===== config.mk =====
export PLATFORM = sky130hd
export DESIGN_NAME = barrel_rotr_pipe_32
export DESIGN_NICKNAME = d
export VERILOG_FILES = /design/src/rtl/barrel_pkg.sv /design/src/rtl/rotr_stage.sv /design/src/rtl/barrel_rotr_pipe_32.sv
export SDC_FILE = /design/constraint.sdc
export NUM_CORES = 1
export LEC_CHECK = 0
export CAP_MARGIN = 20
export CORE_ASPECT_RATIO = 1.75
export CORE_UTILIZATION = 55
export CTS_CLUSTER_DIAMETER = 50
export DETAILED_ROUTE_END_ITERATION = 16
export PLACE_DENSITY_LB_ADDON = 0.08
export SLEW_MARGIN = 20
export SYNTH_ARGS = -nofsm -noshare
export SYNTH_HDL_FRONTEND = slang
export SYNTH_SLANG_ARGS = --single-unit
export TNS_END_PERCENT = 50

===== constraint.sdc =====
create_clock -name clk -period 1.9 [get_ports clk]
set_input_delay 0.38 -clock clk [delete_from_list [all_inputs] [get_ports clk]]
set_output_delay 0.38 -clock clk [all_outputs]
set_load 0.01 [all_outputs]

===== src/rtl/barrel_pkg.sv =====
`default_nettype none
// ============================================================================
//  Module      : barrel_pkg
//  Description : Shared definitions for the right-direction barrel shifter:
//                operation encodings, default datapath width and the helper
//                that builds the keep/fill mask for logical/arithmetic shifts.
//  Revision    : 1.0 - initial release
// ============================================================================
package barrel_pkg;

  localparam int DEFAULT_DATA_W = 32;

  typedef enum logic [1:0] {
    OP_ROR = 2'b00,
    OP_SRL = 2'b01,
    OP_SRA = 2'b10,
    OP_ROL = 2'b11
  } op_e;

  // One bit of the low-bit keep mask for a right shift by n on a word of
  // 'width' bits: bit 'pos' keeps rotated data when it lies below the n
  // vacated top positions, otherwise it takes the fill value.
  function automatic logic keep_bit(input int unsigned pos,
                                    input int unsigned width,
                                    input int unsigned n);
    keep_bit = ((pos + n) < width);
  endfunction

endpackage : barrel_pkg
`default_nettype wire


===== src/rtl/rotr_stage.sv =====
`default_nettype none
// ============================================================================
//  Module      : rotr_stage
//  Description : Combinational right rotate of din by (sel * STEP) positions,
//                built as SEL_W log-levels; level k rotates by STEP << k.
//  Ports       : din  [DATA_W-1:0]  word to rotate
//                sel  [SEL_W-1:0]   rotate amount in units of STEP
//                dout [DATA_W-1:0]  rotated word
//  Revision    : 1.0 - initial release
// ============================================================================
module rotr_stage #(
  parameter int DATA_W = 32,
  parameter int STEP   = 1,
  parameter int SEL_W  = 3
) (
  input  logic [DATA_W-1:0] din,
  input  logic [SEL_W-1:0]  sel,
  output logic [DATA_W-1:0] dout
);

  logic [DATA_W-1:0] w_lvl [SEL_W+1];

  assign w_lvl[0] = din;

  for (genvar k = 0; k < SEL_W; k++) begin : g_level
    localparam int c_rot = (STEP << k) % DATA_W;
    // A zero rotation degenerates cleanly: the left shift by DATA_W is zero.
    assign w_lvl[k+1] = sel[k]
                        ? ((w_lvl[k] >> c_rot) | (w_lvl[k] << (DATA_W - c_rot)))
                        : w_lvl[k];
  end

  assign dout = w_lvl[SEL_W];

endmodule : rotr_stage
`default_nettype wire


===== src/rtl/barrel_rotr_pipe_32.sv =====
`default_nettype none
// ============================================================================
//  Module      : barrel_rotr_pipe_32
//  Description : Two-stage pipelined right barrel shifter (ROR, SRL, SRA and
//                ROL-by-complement) with valid/ready handshakes and full
//                backpressure. Carries an opaque tag alongside each request.
//  Ports       : clk, rst_n                 clock, async active-low reset
//                in_valid/in_ready          request handshake
//                in_data/in_shamt/in_op/in_tag  request payload
//                out_valid/out_ready        result handshake
//                out_data/out_tag           result payload
//  Revision    : 1.0 - initial release
// ============================================================================
module barrel_rotr_pipe_32
  import barrel_pkg::*;
#(
  parameter  int DATA_W  = DEFAULT_DATA_W,
  parameter  int TAG_W   = 4,
  localparam int SHAMT_W = $clog2(DATA_W)
) (
  input  logic               clk,
  input  logic               rst_n,
  input  logic               in_valid,
  output logic               in_ready,
  input  logic [DATA_W-1:0]  in_data,
  input  logic [SHAMT_W-1:0] in_shamt,
  input  logic [1:0]         in_op,
  input  logic [TAG_W-1:0]   in_tag,
  output logic               out_valid,
  input  logic               out_ready,
  output logic [DATA_W-1:0]  out_data,
  output logic [TAG_W-1:0]   out_tag
);

  // Upper rotate bits handled by the byte-granular second stage.
  localparam int c_hi_w = SHAMT_W - 3;

  // --------------------------------------------------------------------------
  // Input conditioning
  // --------------------------------------------------------------------------
  logic [SHAMT_W-1:0] w_amt;
  logic               w_fill;
  logic [DATA_W-1:0]  w_s1_rot;

  always_comb begin
    // ROL by n equals ROR by (DATA_W - n) mod DATA_W; the modulo is the
    // natural wrap of SHAMT_W-bit subtraction, so shamt=0 stays 0.
    w_amt  = (in_op == OP_ROL) ? ({SHAMT_W{1'b0}} - in_shamt) : in_shamt;
    w_fill = (in_op == OP_SRA) & in_data[DATA_W-1];
  end

  rotr_stage #(
    .DATA_W (DATA_W),
    .STEP   (1),
    .SEL_W  (3)
  ) u_rot_fine (
    .din  (in_data),
    .sel  (w_amt[2:0]),
    .dout (w_s1_rot)
  );

  // --------------------------------------------------------------------------
  // Handshake / advance
  // --------------------------------------------------------------------------
  logic r_s1_valid;
  logic r_out_valid;
  logic w_s2_adv;
  logic w_s1_adv;

  assign w_s2_adv = !r_out_valid | out_ready;
  assign w_s1_adv = !r_s1_valid | w_s2_adv;
  assign in_ready = w_s1_adv;

  // --------------------------------------------------------------------------
  // Stage 1 register
  // --------------------------------------------------------------------------
  logic [DATA_W-1:0]  r_s1_data;
  logic [c_hi_w-1:0]  r_s1_hi;
  logic [1:0]         r_s1_op;
  logic               r_s1_fill;
  logic [SHAMT_W-1:0] r_s1_mask_n;
  logic [TAG_W-1:0]   r_s1_tag;

  always_ff @(posedge clk or negedge rst_n) begin
    if (!rst_n) begin
      r_s1_valid  <= 1'b0;
      r_s1_data   <= '0;
      r_s1_hi     <= '0;
      r_s1_op     <= '0;
      r_s1_fill   <= 1'b0;
      r_s1_mask_n <= '0;
      r_s1_tag    <= '0;
    end else if (w_s1_adv) begin
      r_s1_valid <= in_valid;
      // Payload is only captured on accept so idle inputs never toggle it.
      if (in_valid) begin
        r_s1_data   <= w_s1_rot;
        r_s1_hi     <= w_amt[SHAMT_W-1:3];
        r_s1_op     <= in_op;
        r_s1_fill   <= w_fill;
        r_s1_mask_n <= in_shamt;
        r_s1_tag    <= in_tag;
      end
    end
  end

  // --------------------------------------------------------------------------
  // Stage 2: coarse rotate and shift masking
  // --------------------------------------------------------------------------
  logic [DATA_W-1:0] w_s2_rot;
  logic [DATA_W-1:0] w_keep;
  logic [DATA_W-1:0] w_s2_res;

  rotr_stage #(
    .DATA_W (DATA_W),
    .STEP   (8),
    .SEL_W  (c_hi_w)
  ) u_rot_coarse (
    .din  (r_s1_data),
    .sel  (r_s1_hi),
    .dout (w_s2_rot)
  );

  always_comb begin
    w_keep = '0;
    for (int i = 0; i < DATA_W; i++) begin
      w_keep[i] = keep_bit(i, DATA_W, int'(r_s1_mask_n));
    end
  end

  always_comb begin
    w_s2_res = w_s2_rot;
    // Shifts reuse the rotator: the wrapped-around top bits are overwritten
    // with the fill value (zero for SRL, sign for SRA).
    if ((r_s1_op == OP_SRL) || (r_s1_op == OP_SRA)) begin
      w_s2_res = (w_s2_rot & w_keep) | ({DATA_W{r_s1_fill}} & ~w_keep);
    end
  end

  // --------------------------------------------------------------------------
  // Output register
  // --------------------------------------------------------------------------
  logic [DATA_W-1:0] r_out_data;
  logic [TAG_W-1:0]  r_out_tag;

  always_ff @(posedge clk or negedge rst_n) begin
    if (!rst_n) begin
      r_out_valid <= 1'b0;
      r_out_data  <= '0;
      r_out_tag   <= '0;
    end else if (w_s2_adv) begin
      r_out_valid <= r_s1_valid;
      if (r_s1_valid) begin
        r_out_data <= w_s2_res;
        r_out_tag  <= r_s1_tag;
      end
    end
  end

  assign out_valid = r_out_valid;
  assign out_data  = r_out_data;
  assign out_tag   = r_out_tag;

endmodule : barrel_rotr_pipe_32
`default_nettype wire

### After elaboration in Yosys (flattened, before gate mapping)

Cells that the tools add are included.

* register bits after elaboration: 84
* bits of input ports: 47
* output and inout port bits: 38
* word-level logic and storage cells: 102

* add/subtract/negate cells: 32
* magnitude comparators: 32
* equal/unequal tests: 4
* multiplexer cells: 7
* bitwise operators: 12
* reduce and logical (&&, ||, !) cells: 5

Operator list (count)
* 2-to-1 mux 32 bit: 6
* < comparator 6 bit (second input constant): 31
* adder 5 x 5 -> 6 bit (first input constant): 16
* AND 32 bit: 2
* adder 4 x 5 -> 6 bit (first input constant): 8
* inverter 32 bit: 1
* OR 16 x 32 -> 32 bit: 1
* OR 24 x 32 -> 32 bit: 1
* OR 28 x 32 -> 32 bit: 1
* OR 30 x 32 -> 32 bit: 1
* OR 31 x 32 -> 32 bit: 1
* OR 32 bit: 1
* adder 3 x 5 -> 6 bit (first input constant): 4
* adder 2 x 5 -> 6 bit (first input constant): 2
* adder 1 x 5 -> 6 bit (first input constant): 1
* equality test 2 bit (second input constant): 3
* < comparator 5 x 6 -> 1 bit (second input constant): 1
* 2-to-1 mux 5 bit: 1
* subtractor 1 x 5 -> 5 bit (first input constant): 1
* AND reduction 2 bit: 2
* equality test 2 x 1 -> 1 bit (second input constant): 1
* logical NOT 1 bit: 2
* OR 1 bit: 2
* AND 1 bit: 1
* logical OR 1 bit: 1

### Depth between registers and ports, before layout

* word-level depth: 7
* mapped depth: 9
* mapped depth without buffers: 6

### By module

From an unflattened synthesis, not the netlist that was laid out.

* cell total of the unflattened synthesis: 455
* area total of the unflattened synthesis: 5894.4 um^2

By module, submodules not included
* barrel_rotr_pipe_32: times used 1, cells each 339, area an instance 3852.4 um^2, seq. area each 2102.0 um^2
* rotr_stage at u_rot_fine: times used 1, cells each 76, area an instance 1217.4 um^2, seq. area each 0.0 um^2
* rotr_stage at u_rot_coarse: times used 1, cells each 40, area an instance 824.5 um^2, seq. area each 0.0 um^2

### Least setup slack after synthesis

Ideal clock, no wire load.

* path type: input -> register
* from: in in_shamt[0]
* to: reg r_s1_data[5]
* setup time: 0.086 ns
* data arrival time: 2.037 ns
* required time: 1.814 ns
* setup slack: -0.223 ns
* stages on the path: 6
* path buffers: 1
* cell sequence: inv_2 buf_2 ha_1 mux2i_4 mux4_2 o221ai_2

* word-level cells in the longest chain between the ends: 7

RTL lines
* from (decl): RTL line barrel_rotr_pipe_32.sv:26 `input logic [SHAMT_W-1:0] in_shamt,`
* subtractor 1 x 5 -> 5 bit: RTL line barrel_rotr_pipe_32.sv:48 `w_amt = (in_op == OP_ROL) ? ({SHAMT_W{1'b0}} - in_shamt) : in_shamt;`
* 2-to-1 mux 5 bit *: RTL line barrel_rotr_pipe_32.sv:48
* 2-to-1 mux 32 bit: RTL line rotr_stage.sv:29 `? ((w_lvl[k] >> c_rot) | (w_lvl[k] << (DATA_W - c_rot)))`
* OR 30 x 32 -> 32 bit: RTL line rotr_stage.sv:29
* 2-to-1 mux 32 bit: RTL line rotr_stage.sv:29
* OR 28 x 32 -> 32 bit: RTL line rotr_stage.sv:29
* 2-to-1 mux 32 bit *: RTL line rotr_stage.sv:29
* to (signal assigned): RTL line barrel_rotr_pipe_32.sv:97 `r_s1_data <= w_s1_rot;`
* to (decl): RTL line barrel_rotr_pipe_32.sv:77 `logic [DATA_W-1:0] r_s1_data;`

Every way passes the cells marked *; elsewhere a longest branch is shown, timed or not.
A chain may end at the register's enable or synchronous reset.

### Worst setup path in the final report

Ends and elaborated chain as after synthesis.

==> impl_metrics.json <==
{
  "outcome": "finished, final reports clean",
  "post-route-period-util_pct": 94.4,
  "swShare_pct": 33.3,
  "synth_area_sq_um": 5600,
  "yosys_warnings": 0,
  "yosys.area.top_type": "dfrtp_1",
  "yosys-top-cells-area": "dfrtp_1 38%, mux4_2 24%, mux2i_1 6.4%",
  "fmax_mhz": 558,
  "power.share.clock_pct": 23.7,
  "critical_path_class": "in2reg",
  "drt-initial-drc-count": 291,
  "gp_congestion": 0.880,
  "grt-ovfl-total": 0,
  "required_ns": 2.17,
  "drcViolationCount": 0,
  "wl_per_cell_um": 20.1,
  "r2r-end": "out_data[1]",
  "reg2reg_depth": 4,
  "synthArstFlopShare_pct": 100,
  "ys_seq_area_share_pct": 37.6,
  "cts_root_buffer": "clkbuf_16",
  "cts-htree-levels": 3,
  "p_comb_share_pct": 39.5,
  "utilization_pct": 71.9,
  "crit_buf_inv": 3,
  "grt_pass1_vias": 4520,
  "first_pass_iters": 5,
  "core_sq_um": 9850,
  "die_area_sq_um": 10600,
  "critPathLaunchType": "input port",
  "place_ws_ns": -0.442,
  "cp_slowest_cell": "mux4_2",
  "ir_drop_mv": 0.805,
  "rsz0062_at_grt": "false",
  "endpoint_kind": "flip-flop",
  "grt_pass1_wl_mm": 22.9,
  "p_seq_share_pct": 36.8,
  "clock_sinks": 84,
  "grt_usage_pct": 29.1,
  "insertedDiodeCount": 0,
  "crit_arrival_ns": 2.06,
  "timing_hold_violations_final": 0,
  "cpPeakStageDelay_ns": 0.56,
  "die_h_um": 135,
  "vias_per_cell": 6.39,
  "ios": 85,
  "p_leak_uw": 0.00304,
  "final_antenna_net_count": 0,
  "drv_slew": 0,
  "syn_inst": 498,
  "drive_above_1_share_pct": 22.8,
  "switchingPower_uw": 2450,
  "nets": 626,
  "setup_viol": 0,
  "postSynthAreaPerCell_sq_um": 11.2,
  "start_util_pct": 56.8,
  "cap_violations": 0,
  "tritoncts.num_buffers": 9,
  "fillers": 737,
  "antenna_found_initial": 0,
  "min_period_ns": 1.79,
  "area_growth_pct": 26.5,
  "die_w_um": 78.2,
  "ys_ff_latch": 84,
  "clk_latency_ns": 0.35,
  "synthFlopType": "dfrtp_1",
  "cts_buffer_depth": 2,
  "cts_tree": "done",
  "grt_max_degree": 85,
  "finalWirelength_mm": 14.2,
  "crit_chain": "dlygate4sd2_1 > inv_4 > ha_4 > mux2i_4 > buf_6 > mux4_2 > o221ai_2",
  "io_buffers": 84,
  "intPower_uw": 4900,
  "vias": 4525,
  "syn_nets": 546,
  "max-slew-margin-rel_pct": 65.5,
  "r2r_slack_ns": 0.21,
  "clkTransAtPathRegs_ns": 0.06,
  "fin_skew_ns": 0.00747,
  "cp_top_family": "multiplexers",
  "dp_hpwl_mm": 10.9,
  "worst_slack_ns": 0.106,
  "powerDensity_nw_per_um2": 1040,
  "yosysMostFrequentCell": "nand2_1",
  "ys_top_cells_by_count": "88 x nand2_1, 84 x dfrtp_1, 59 x mux4_2",
  "worstPathMaxFanout": 3,
  "rows": 48,
  "hp-class": "in2async",
  "yosys.area.top_type_share_pct": 37.6,
  "worstReg2RegStart": "r_s1_mask_n[3]",
  "yosysUniqueCellTypes": 48,
  "synth-edff-count": 0,
  "tightest_slew_ns": 0.517
}
## sequential cells by signal (all words and copies together) (netlist names)
register / flops
r_s1_fill: 1
out_data: 32
r_s1_data: 32
out_tag: 4
r_s1_valid: 1
r_s1_tag: 4
r_s1_mask_n: 5
out_valid: 1
r_s1_op: 2
r_s1_hi: 2
## area by class of cell
cell class	instances	area (sq um)	area share [%]
Tap cell	125	156	2.21
Clock inverter	7	76.3	1.08
Sequential cell	84	2100	29.7
Multi-Input combinational cell	331	3140	44.4
Clock buffer	9	225	3.18
Timing Repair Buffer	118	1250	17.6
Inverter	34	130	1.84
## logic make-up after synthesis
logic type                 share of synthesized area (%)
muxes                                               32.9
AOI/OAI and AO/OA                                   12.2
xor gates and xnor gates                           0.783
and+or+nand+nor                                     9.48
buffers and inverters                               6.91
adders and majority gates                          0.224
DFF                                                 37.6
## placed cells by master, fill, tap and decap left out, types with 2 or more instances in the layout
master           netlist  layout
a21oi_1                4       4
and2_1                 2       2
buf_12                 0      10
buf_4                  7      22
buf_6                  4       2
clkbuf_16              0       9
clkdlybuf4s50_1        0      78
clkinv_4               0       2
clkinvlp_4             0       2
dfrtp_1               84      83
dlygate4sd2_1          0       3
dlymetal6s2s_1         0       2
inv_1                 33      32
mux2_2                 9       9
mux2i_1               36      36
mux4_2                59      59
nand2_1               88      87
nand2_2                1       2
nand2b_1               3       3
nand3_1                8       8
nand4_1                4       4
nor2_1                 8       8
nor3_1                 2       2
o211ai_1               6       6
o21a_1                 2       2
o21ai_0               16      16
o21ai_1               19      19
o221ai_1              30      27
o221ai_2               2       5
o31a_1                 2       2
o31ai_1                5       5
or3_1                  3       3
xnor2_1                2       2
xor2_1                 3       3
## power by group through the flow
stage,combinational [uW],sequential (uW),clock [uW]
4_1_cts,2900,2690,1770
3_3_place_gp,2800,2690,0
2_1_floorplan,1690,2680,0
6_report,2910,2700,1740
3_5_place_dp,2860,2730,0
5_1_grt,3140,2750,1840
## stage by stage
stage	area [sq um]	TNS (ns)	instances	total power, uW	hold slack (ns)
final	7080	0	708	7350	0.0258
after global routing	7080	0	708	7730	0.0745
after CTS	7030	0	706	7370	0.0663
after detailed placement	6680	-13.10	687	5590	0.440
after global placement	6680	-12.22	687	5500	0.438
after floorplan	5620	0	498	4370	0.0844
## layer usage
layer / vias up / GRT usage [%] / share of wire (%) / wire length, um
met1: 2255 / 30.1 / 35 / 4920
met3: 50 / 4.04 / 3.9 / 553
met5: - / 0 / 0 / 0
met2: 188 / 53.3 / 55 / 7750
met4: 0 / 19.8 / 6.9 / 981
li1: 2032 / - / - / -
## what timing repair did
action / 4_1_cts / 5_1_grt
buffers inserted: 2 / 2
setup endpoints to repair: 33 / 28
pin swaps: 1 / 2
resized for setup: 6 / 7
hold buffers: 0 / 0
gates cloned: 1 / 0
## worst max-delay path by stage
stage | from | endpoint | slack [ns] | depth (start not counted)
after floorplan | in_shamt[0] | r_s1_data[5] | 0.02 | 6
after global placement | in_shamt[0] | r_s1_data[11] | -0.44 | 7
after detailed placement | in_shamt[0] | r_s1_data[11] | -0.44 | 7
after CTS | in_op[1] | r_s1_data[5] | 0.02 | 6
after global routing | in_shamt[0] | r_s1_data[5] | 0.07 | 7
final | in_shamt[0] | r_s1_data[5] | 0.11 | 7
Power figures use the tool's default switching activity.
